$ cat config.mk
export PLATFORM = sky130hd
export DESIGN_NAME = keccak_state_loader
export DESIGN_NICKNAME = d
export VERILOG_FILES = /design/src/rtl/keccak_pkg.sv /design/src/rtl/keccak_lane_ctr.sv /design/src/rtl/keccak_state_loader.sv
export SDC_FILE = /design/constraint.sdc
export NUM_CORES = 1
export LEC_CHECK = 0
export CORE_MARGIN = 1
export CORE_UTILIZATION = 47
export CTS_CLUSTER_SIZE = 20
export DETAILED_ROUTE_END_ITERATION = 16
export HOLD_SLACK_MARGIN = 0.15
export PLACE_DENSITY = 0.83
export SKIP_CTS_REPAIR_TIMING = 1
export SLEW_MARGIN = 20
export SYNTH_ARGS = -nofsm -noshare
export SYNTH_HDL_FRONTEND = slang
export SYNTH_SLANG_ARGS = --single-unit
$ cat constraint.sdc
create_clock -name clk -period 5.1 [get_ports clk]
set_input_delay 0.765 -clock clk [delete_from_list [all_inputs] [get_ports clk]]
set_output_delay 0.765 -clock clk [all_outputs]
set_load 0.005 [all_outputs]
$ cat src/rtl/keccak_pkg.sv
// Shared types and helpers for the Keccak state loader: bank states, lane count,
// lane index to (x,y) mapping and the legal lane-width set.
package keccak_pkg;

   typedef enum logic [1:0] {
      EMPTY = 2'd0,
      FILL  = 2'd1,
      FULL  = 2'd2,
      BUSY  = 2'd3
   } bank_st_e;

   localparam int         LANES    = 25;
   localparam logic [4:0] LAST_IDX = 5'(LANES - 1);

   // idx = x + 5*y, returned as {x, y}
   function automatic logic [5:0] lane_xy(input logic [4:0] idx);
      logic [4:0] rem;
      logic [2:0] y;
      rem = idx;
      y   = 3'd0;
      for (int i = 0; i < 4; i++) begin
         if (rem >= 5'd5) begin
            rem = rem - 5'd5;
            y   = y + 3'd1;
         end else begin
            rem = rem;
         end
      end
      return {rem[2:0], y};
   endfunction

   function automatic bit lane_w_ok(input int w);
      return (w == 8) || (w == 16) || (w == 32) || (w == 64);
   endfunction

endpackage

$ cat src/rtl/keccak_lane_ctr.sv
// Lane position counter: idx with registered x/y, clear, advance and wrap at lane 24.
// clr and adv together restart the count at lane 1 (lane 0 is being written now).
module keccak_lane_ctr
   import keccak_pkg::*;
(
   input  logic       clk,
   input  logic       reset,
   input  logic       clr,
   input  logic       adv,
   output logic [4:0] idx,
   output logic [2:0] x,
   output logic [2:0] y,
   output logic       last
);

   logic [4:0] idx_r;
   logic [4:0] base_s;
   logic [4:0] idx_n;
   logic [2:0] x_r;
   logic [2:0] y_r;

   // next lane index
   always_comb begin
      base_s = clr ? 5'd0 : idx_r;
      idx_n  = base_s;
      if (adv) begin
         if (base_s == LAST_IDX) begin
            idx_n = 5'd0;
         end else begin
            idx_n = base_s + 5'd1;
         end
      end else begin
         idx_n = base_s;
      end
   end

   // counter registers
   always_ff @(posedge clk) begin
      if (reset) begin
         idx_r <= 5'd0;
         x_r   <= 3'd0;
         y_r   <= 3'd0;
      end else begin
         idx_r      <= idx_n;
         {x_r, y_r} <= lane_xy(idx_n);
      end
   end

   assign idx  = idx_r;
   assign x    = x_r;
   assign y    = y_r;
   assign last = (idx_r == LAST_IDX);

endmodule

$ cat src/rtl/keccak_state_loader.sv
// Unpacks a lane stream into NBANK 5x5 lane banks and hands completed states to the
// permutation core in completion order, with a 1-deep skid, backpressure and error pulse.
module keccak_state_loader
   import keccak_pkg::*;
#(
   parameter int  LANE_W = 64,
   parameter int  NBANK  = 2,
   localparam int BW     = (NBANK > 1) ? $clog2(NBANK) : 1
) (
   input  logic              clk,
   input  logic              reset,
   input  logic              pushin,
   input  logic              firstin,
   input  logic [LANE_W-1:0] din,
   output logic              stopin,
   output logic [2:0]        wx,
   output logic [2:0]        wy,
   output logic              wr,
   output logic [LANE_W-1:0] wd,
   output logic [BW-1:0]     wbank,
   output logic              st_valid,
   output logic [BW-1:0]     st_bank,
   input  logic              st_take,
   input  logic              st_rel,
   input  logic [BW-1:0]     rel_bank,
   output logic              err
);

   localparam int            QD        = 1 << BW;
   localparam int            CW        = BW + 1;
   localparam logic [BW-1:0] LAST_BANK = BW'(NBANK - 1);

   if (!lane_w_ok(LANE_W) || (NBANK < 1) || (NBANK > 4)) begin : g_bad_param
      $error("keccak_state_loader: illegal LANE_W or NBANK");
   end

   bank_st_e          bank_r [QD];
   bank_st_e          bank_n [QD];
   logic [BW-1:0]     fptr_r, fptr_n;
   logic              skid_v_r, skid_v_n, skid_first_r;
   logic [LANE_W-1:0] skid_d_r;
   logic              stop_prev_r;
   logic              done_r, done_n;
   logic [BW-1:0]     done_bank_r;
   logic [BW-1:0]     q_r [QD];
   logic [BW-1:0]     q_n [QD];
   logic [CW-1:0]     cnt_r, cnt_n;

   logic              push_acc_s, lane_v_s, lane_first_s, writable_s, load_skid_s, pop_s;
   logic [LANE_W-1:0] lane_d_s;
   logic              ctr_clr_s, ctr_adv_s, clast_s;
   logic [4:0]        idx_s;
   logic [2:0]        cx_s, cy_s;
   logic              wr_n, err_n, stopin_n, st_valid_n;
   logic [2:0]        wx_n, wy_n;
   logic [LANE_W-1:0] wd_n;
   logic [BW-1:0]     wbank_n, st_bank_n;

   keccak_lane_ctr u_ctr (
      .clk   (clk),
      .reset (reset),
      .clr   (ctr_clr_s),
      .adv   (ctr_adv_s),
      .idx   (idx_s),
      .x     (cx_s),
      .y     (cy_s),
      .last  (clast_s)
   );

   // lane acceptance, framing, bank transitions and backpressure
   always_comb begin
      // a push is accepted while stopin is low, or in the first cycle it is high
      push_acc_s   = pushin && !skid_v_r && (!stopin || !stop_prev_r);
      lane_v_s     = skid_v_r || push_acc_s;
      lane_first_s = skid_v_r ? skid_first_r : firstin;
      lane_d_s     = skid_v_r ? skid_d_r : din;
      writable_s   = (bank_r[fptr_r] == EMPTY) || (bank_r[fptr_r] == FILL);

      bank_n      = bank_r;
      fptr_n      = fptr_r;
      skid_v_n    = skid_v_r;
      load_skid_s = 1'b0;
      done_n      = 1'b0;
      ctr_clr_s   = 1'b0;
      ctr_adv_s   = 1'b0;
      wr_n        = 1'b0;
      wx_n        = wx;
      wy_n        = wy;
      wd_n        = wd;
      wbank_n     = wbank;
      err_n       = pushin && !push_acc_s;

      if (lane_v_s && !writable_s) begin
         load_skid_s = !skid_v_r;
         skid_v_n    = 1'b1;
      end else if (lane_v_s) begin
         skid_v_n = 1'b0;
         if (lane_first_s) begin
            wr_n              = 1'b1;
            wx_n              = 3'd0;
            wy_n              = 3'd0;
            wd_n              = lane_d_s;
            wbank_n           = fptr_r;
            ctr_clr_s         = 1'b1;
            ctr_adv_s         = 1'b1;
            bank_n[fptr_r]    = FILL;
            err_n             = err_n || (idx_s != 5'd0);
         end else if (idx_s == 5'd0) begin
            err_n = 1'b1;
         end else begin
            wr_n      = 1'b1;
            wx_n      = cx_s;
            wy_n      = cy_s;
            wd_n      = lane_d_s;
            wbank_n   = fptr_r;
            ctr_adv_s = 1'b1;
            if (clast_s) begin
               bank_n[fptr_r] = FULL;
               fptr_n         = (fptr_r == LAST_BANK) ? '0 : fptr_r + BW'(1);
               done_n         = 1'b1;
            end else begin
               done_n = 1'b0;
            end
         end
      end else begin
         skid_v_n = skid_v_r;
      end

      if (st_take && st_valid) begin
         bank_n[st_bank] = BUSY;
      end else begin
         bank_n[st_bank] = bank_n[st_bank];
      end

      // rel is judged on the pre-take state, so take+rel on one bank is an error
      if (st_rel) begin
         if (bank_r[rel_bank] == BUSY) begin
            bank_n[rel_bank] = EMPTY;
         end else begin
            err_n = 1'b1;
         end
      end else begin
         err_n = err_n;
      end

      stopin_n = !((bank_n[fptr_n] == EMPTY) || (bank_n[fptr_n] == FILL)) || skid_v_n;
   end

   // completion-order queue of FULL banks
   always_comb begin
      pop_s = st_take && st_valid;
      q_n   = q_r;
      cnt_n = cnt_r;
      if (pop_s) begin
         for (int i = 0; i < QD - 1; i++) begin
            q_n[i] = q_r[i + 1];
         end
         cnt_n = cnt_r - CW'(1);
      end else begin
         cnt_n = cnt_r;
      end
      if (done_r) begin
         q_n[cnt_n[BW-1:0]] = done_bank_r;
         cnt_n              = cnt_n + CW'(1);
      end else begin
         cnt_n = cnt_n;
      end
      st_valid_n = (cnt_n != '0);
      st_bank_n  = q_n[0];
   end

   // state and output registers
   always_ff @(posedge clk) begin
      if (reset) begin
         for (int i = 0; i < QD; i++) begin
            bank_r[i] <= EMPTY;
            q_r[i]    <= '0;
         end
         fptr_r       <= '0;
         skid_v_r     <= 1'b0;
         skid_first_r <= 1'b0;
         skid_d_r     <= '0;
         stop_prev_r  <= 1'b0;
         done_r       <= 1'b0;
         done_bank_r  <= '0;
         cnt_r        <= '0;
         stopin       <= 1'b0;
         wr           <= 1'b0;
         wx           <= 3'd0;
         wy           <= 3'd0;
         wd           <= '0;
         wbank        <= '0;
         st_valid     <= 1'b0;
         st_bank      <= '0;
         err          <= 1'b0;
      end else begin
         for (int i = 0; i < QD; i++) begin
            bank_r[i] <= bank_n[i];
            q_r[i]    <= q_n[i];
         end
         fptr_r      <= fptr_n;
         skid_v_r    <= skid_v_n;
         if (load_skid_s) begin
            skid_first_r <= firstin;
            skid_d_r     <= din;
         end else begin
            skid_first_r <= skid_first_r;
            skid_d_r     <= skid_d_r;
         end
         stop_prev_r <= stopin;
         done_r      <= done_n;
         done_bank_r <= fptr_r;
         cnt_r       <= cnt_n;
         stopin      <= stopin_n;
         wr          <= wr_n;
         wx          <= wx_n;
         wy          <= wy_n;
         wd          <= wd_n;
         wbank       <= wbank_n;
         st_valid    <= st_valid_n;
         st_bank     <= st_bank_n;
         err         <= err_n;
      end
   end

endmodule

==> summary.md <==
| Metric | Value |
|---|---|
| Routed WL | `19,200 µm` |
| Actual slew at the worst max-slew pin | `811 ps` |
| Fin crit share | `~95%` |
| DR WL/cell | `between 15 and 20 µm` |
| Hold depth | `2` |
| Worst reg2reg path depth | `25` |
| Pin count of the biggest net entering global routing | `between 100 and 150` |
| Clock sinks | `between 150 and 200` |
| Vias in the first global route | `between 6,000 and 7,000` |
| CTS tree | `yes` |
| Core Box Area | `about 15,000 µm²` |
| CP Launch Type | `input port` |
| Synthesized area per cell | `about 8.7 µm²` |
| Chip Width | `between 100 and 150 µm` |
| CTS clock-pin slew for the worst setup and hold paths | `70 ps` |
| DR vias/cell | `~5.4` |
| Crit path capture type | `flip-flop` |
| VDD IR max | `between 0.0002 and 0.0003 V` |
| Synth Warn # | `0` |
| Dpl cell area | `9470 µm²` |
| GRT Total Usage | `a little under a quarter` |
| Post-Syn Nets | `approximately 940` |
| Fillers | `approximately 1,200` |
| Clk_lat worst skew | `between 400 and 500 ps` |
| Row Count | `between 40 and 50` |
| Residual DRC | `0` |
| Fmax | `slightly above 200 MHz` |
| Input/output buffers | `146` |
| Initial DRC count | `381` |
| Critical path depth | `26` |
| Slew headroom | `45.9%` |
| Max Slew Vio Count | `0` |
| Cells after Synth | `about 860` |
| Dpl hpwl | `approximately 13,000 µm` |
| Max_cap viols | `0` |
| CP bufs+invs | `5` |
| Worst hold path class | `flip-flop to flip-flop` |
| H-tree depth | `4` |
| Total power | `3.06 mW` |
| Predominant post-synthesis flop cell | `dfxtp_1` |
| Die ar. | `roughly 16,000 µm²` |
| Worst setup margin | `approximately 230 ps` |
| # IOs | `about 150` |
| Family with the most delay on the worst path | `compound AO/OA/AOI/OAI gates` |
| CTS root buf | `clkbuf_16` |
| Routability Congestion | `0.907` |
| Fin nets | `between 1,000 and 1,500` |
| Status | `complete, no violations` |
| # setup viols final | `0` |
| Synth cell types | `85` |
| Pre-CTS setup slack | `-475 ps` |
| Slowest cell on the critical path | `or4_4` |
| #FFs+latches synth | `between 150 and 200` |
| Cell area after layout | `between 10,000 and 15,000 µm²` |
| Synthesized area | `about 7400 µm²` |
| Clock Skews | `about 8.5 ps` |
| First-pass GRT wire length | `around 30,000 µm` |
| Cell with the most instances after synthesis | `dfxtp_1` |
| Share of layout cells above drive strength 1 | `15.2%` |
| GR Overflow Total | `0` |
| Area Overhead vs Synth | `36.9%` |
| Final ANT Viol Nets | `0` |
| Die H | `between 100 and 150 µm` |
| Clk buf depth | `2` |
| Async SR Flop Fraction | `0%` |
| PD cells | `between 200 and 300 nW/µm²` |
| Detailed Routing Iterations Pass 1 | `7` |
| WP data required | `5460 ps` |
| Worst hold margin | `454 ps` |
| RSZ-0062 raised after global routing | `no` |
| Critical path type | `input port to flip-flop` |
| CTS buffer count | `17` |
| Initial antenna violation count | `0` |
| Final Hold Vio Count | `0` |
| EDFF count, synth | `0` |
| Fin crit period | `just under 5000 ps` |
| Starting Density | `48.6%` |
| Sequential share of the synthesized area | `~44%` |
| Crit Path Max Fanout | `4` |
| Crit path largest cell delay | `approximately 520 ps` |
| Synth top cells by count | `164 x dfxtp_1, 151 x nand2_1, 91 x nor2_1, 89 x a21oi_1, 68 x a211oi_1` |
| Area share of the largest cell type after synthesis | `around 44%` |
| Via Count | `between 6,000 and 7,000` |
| Data arrival time of the critical path | `approximately 5200 ps` |
| Synth area leader | `dfxtp_1` |
| ANT cells | `0` |
| Cell leakage power | `3.59 nW` |
| Synth top area cells | `dfxtp_1 44%, mux2i_1 9.0%, nand2_1 7.6%` |
tightest hold or removal path, cell delays in order, from the launching register on:
cell and delay (ps):
dfxtp_1 310, nand2_1 50, a21oi_1 50
sequential cells by signal, indices dropped and copies added (netlist names), 2 cells and up, named ones only:
register and flops:
cnt_r 2, wx 3, u_ctr.y 3, wy 3
u_ctr.x 3, skid_d_r 64, u_ctr.idx 5, bank_r 4
wd 64
through the flow:
step	TNS, ps	util (%)	cells
finish	0	66.6	1249
global route	0	66.6	1249
CTS	-48.7	65.7	1244
detailed placement	-2480	61.8	1212
global placement	-1690	61.8	1212
floorplan	0	-	858
final timing paths:
kind	startpoint	to	slack, ps
min	skid_d_r[39]	skid_d_r[39]	450
min reg2reg	skid_d_r[39]	skid_d_r[39]	450
max	firstin	u_ctr.y[2]	230
max reg2reg	skid_v_r	u_ctr.y[2]	240
kinds of logic after synthesis:
logic type                 share of synthesized area [%]
and+or+nand+nor                                     17.4
AOI/OAI and AO/OA                                   21.6
DFF                                                 44.1
buffers and inverters                               4.12
muxes                                               10.3
adders and majority gates                           1.83
xor gates and xnor gates                           0.588
power by group:
| part | internal [mW] | total, mW | leakage [nW] | switching (mW) |
|---|---|---|---|---|
| Sequential | 1.33 | 1.35 | 1.34 | 0.0251 |
| Clock | 0.735 | 1.28 | 0.278 | 0.549 |
| Combinational | 0.229 | 0.421 | 1.98 | 0.192 |
placed cells by master, fill, tap and decap left out, drive strengths merged, types with 5 or more instances in the layout:
cell type	count
a21oi	93
mux2i	70
and3	5
clkinvlp	5
a211oi	70
or2	5
nand3	15
nand2	152
a31oi	6
inv	26
ha	10
o21ai	13
clkdlybuf4s50	143
nor3	6
dfxtp	164
nor2	92
buf	61
clkbuf	17
metal layers:
| metal | wire length [µm] | track usage (%) | vias up |
|---|---|---|---|
| met5 | 0 | 0 | - |
| met4 | 620 | 11.2 | 0 |
| li1 | - | - | 3369 |
| met3 | 903 | 5.22 | 46 |
| met2 | 9270 | 38.5 | 189 |
| met1 | 8450 | 29.5 | 3132 |
layout make-up:
| type | count | area, µm² | area share [%] |
|---|---|---|---|
| Clock buffer | 17 | 425 | 4.17 |
| Multi-Input combinational cell | 616 | 4030 | 39.6 |
| Sequential cell | 164 | 3290 | 32.2 |
| Clock inverter | 15 | 171 | 1.68 |
| Timing Repair Buffer | 206 | 1940 | 19.0 |
| Tap cell | 211 | 264 | 2.59 |
| Inverter | 20 | 75.1 | 0.736 |
Power figures use the tool's default switching activity.
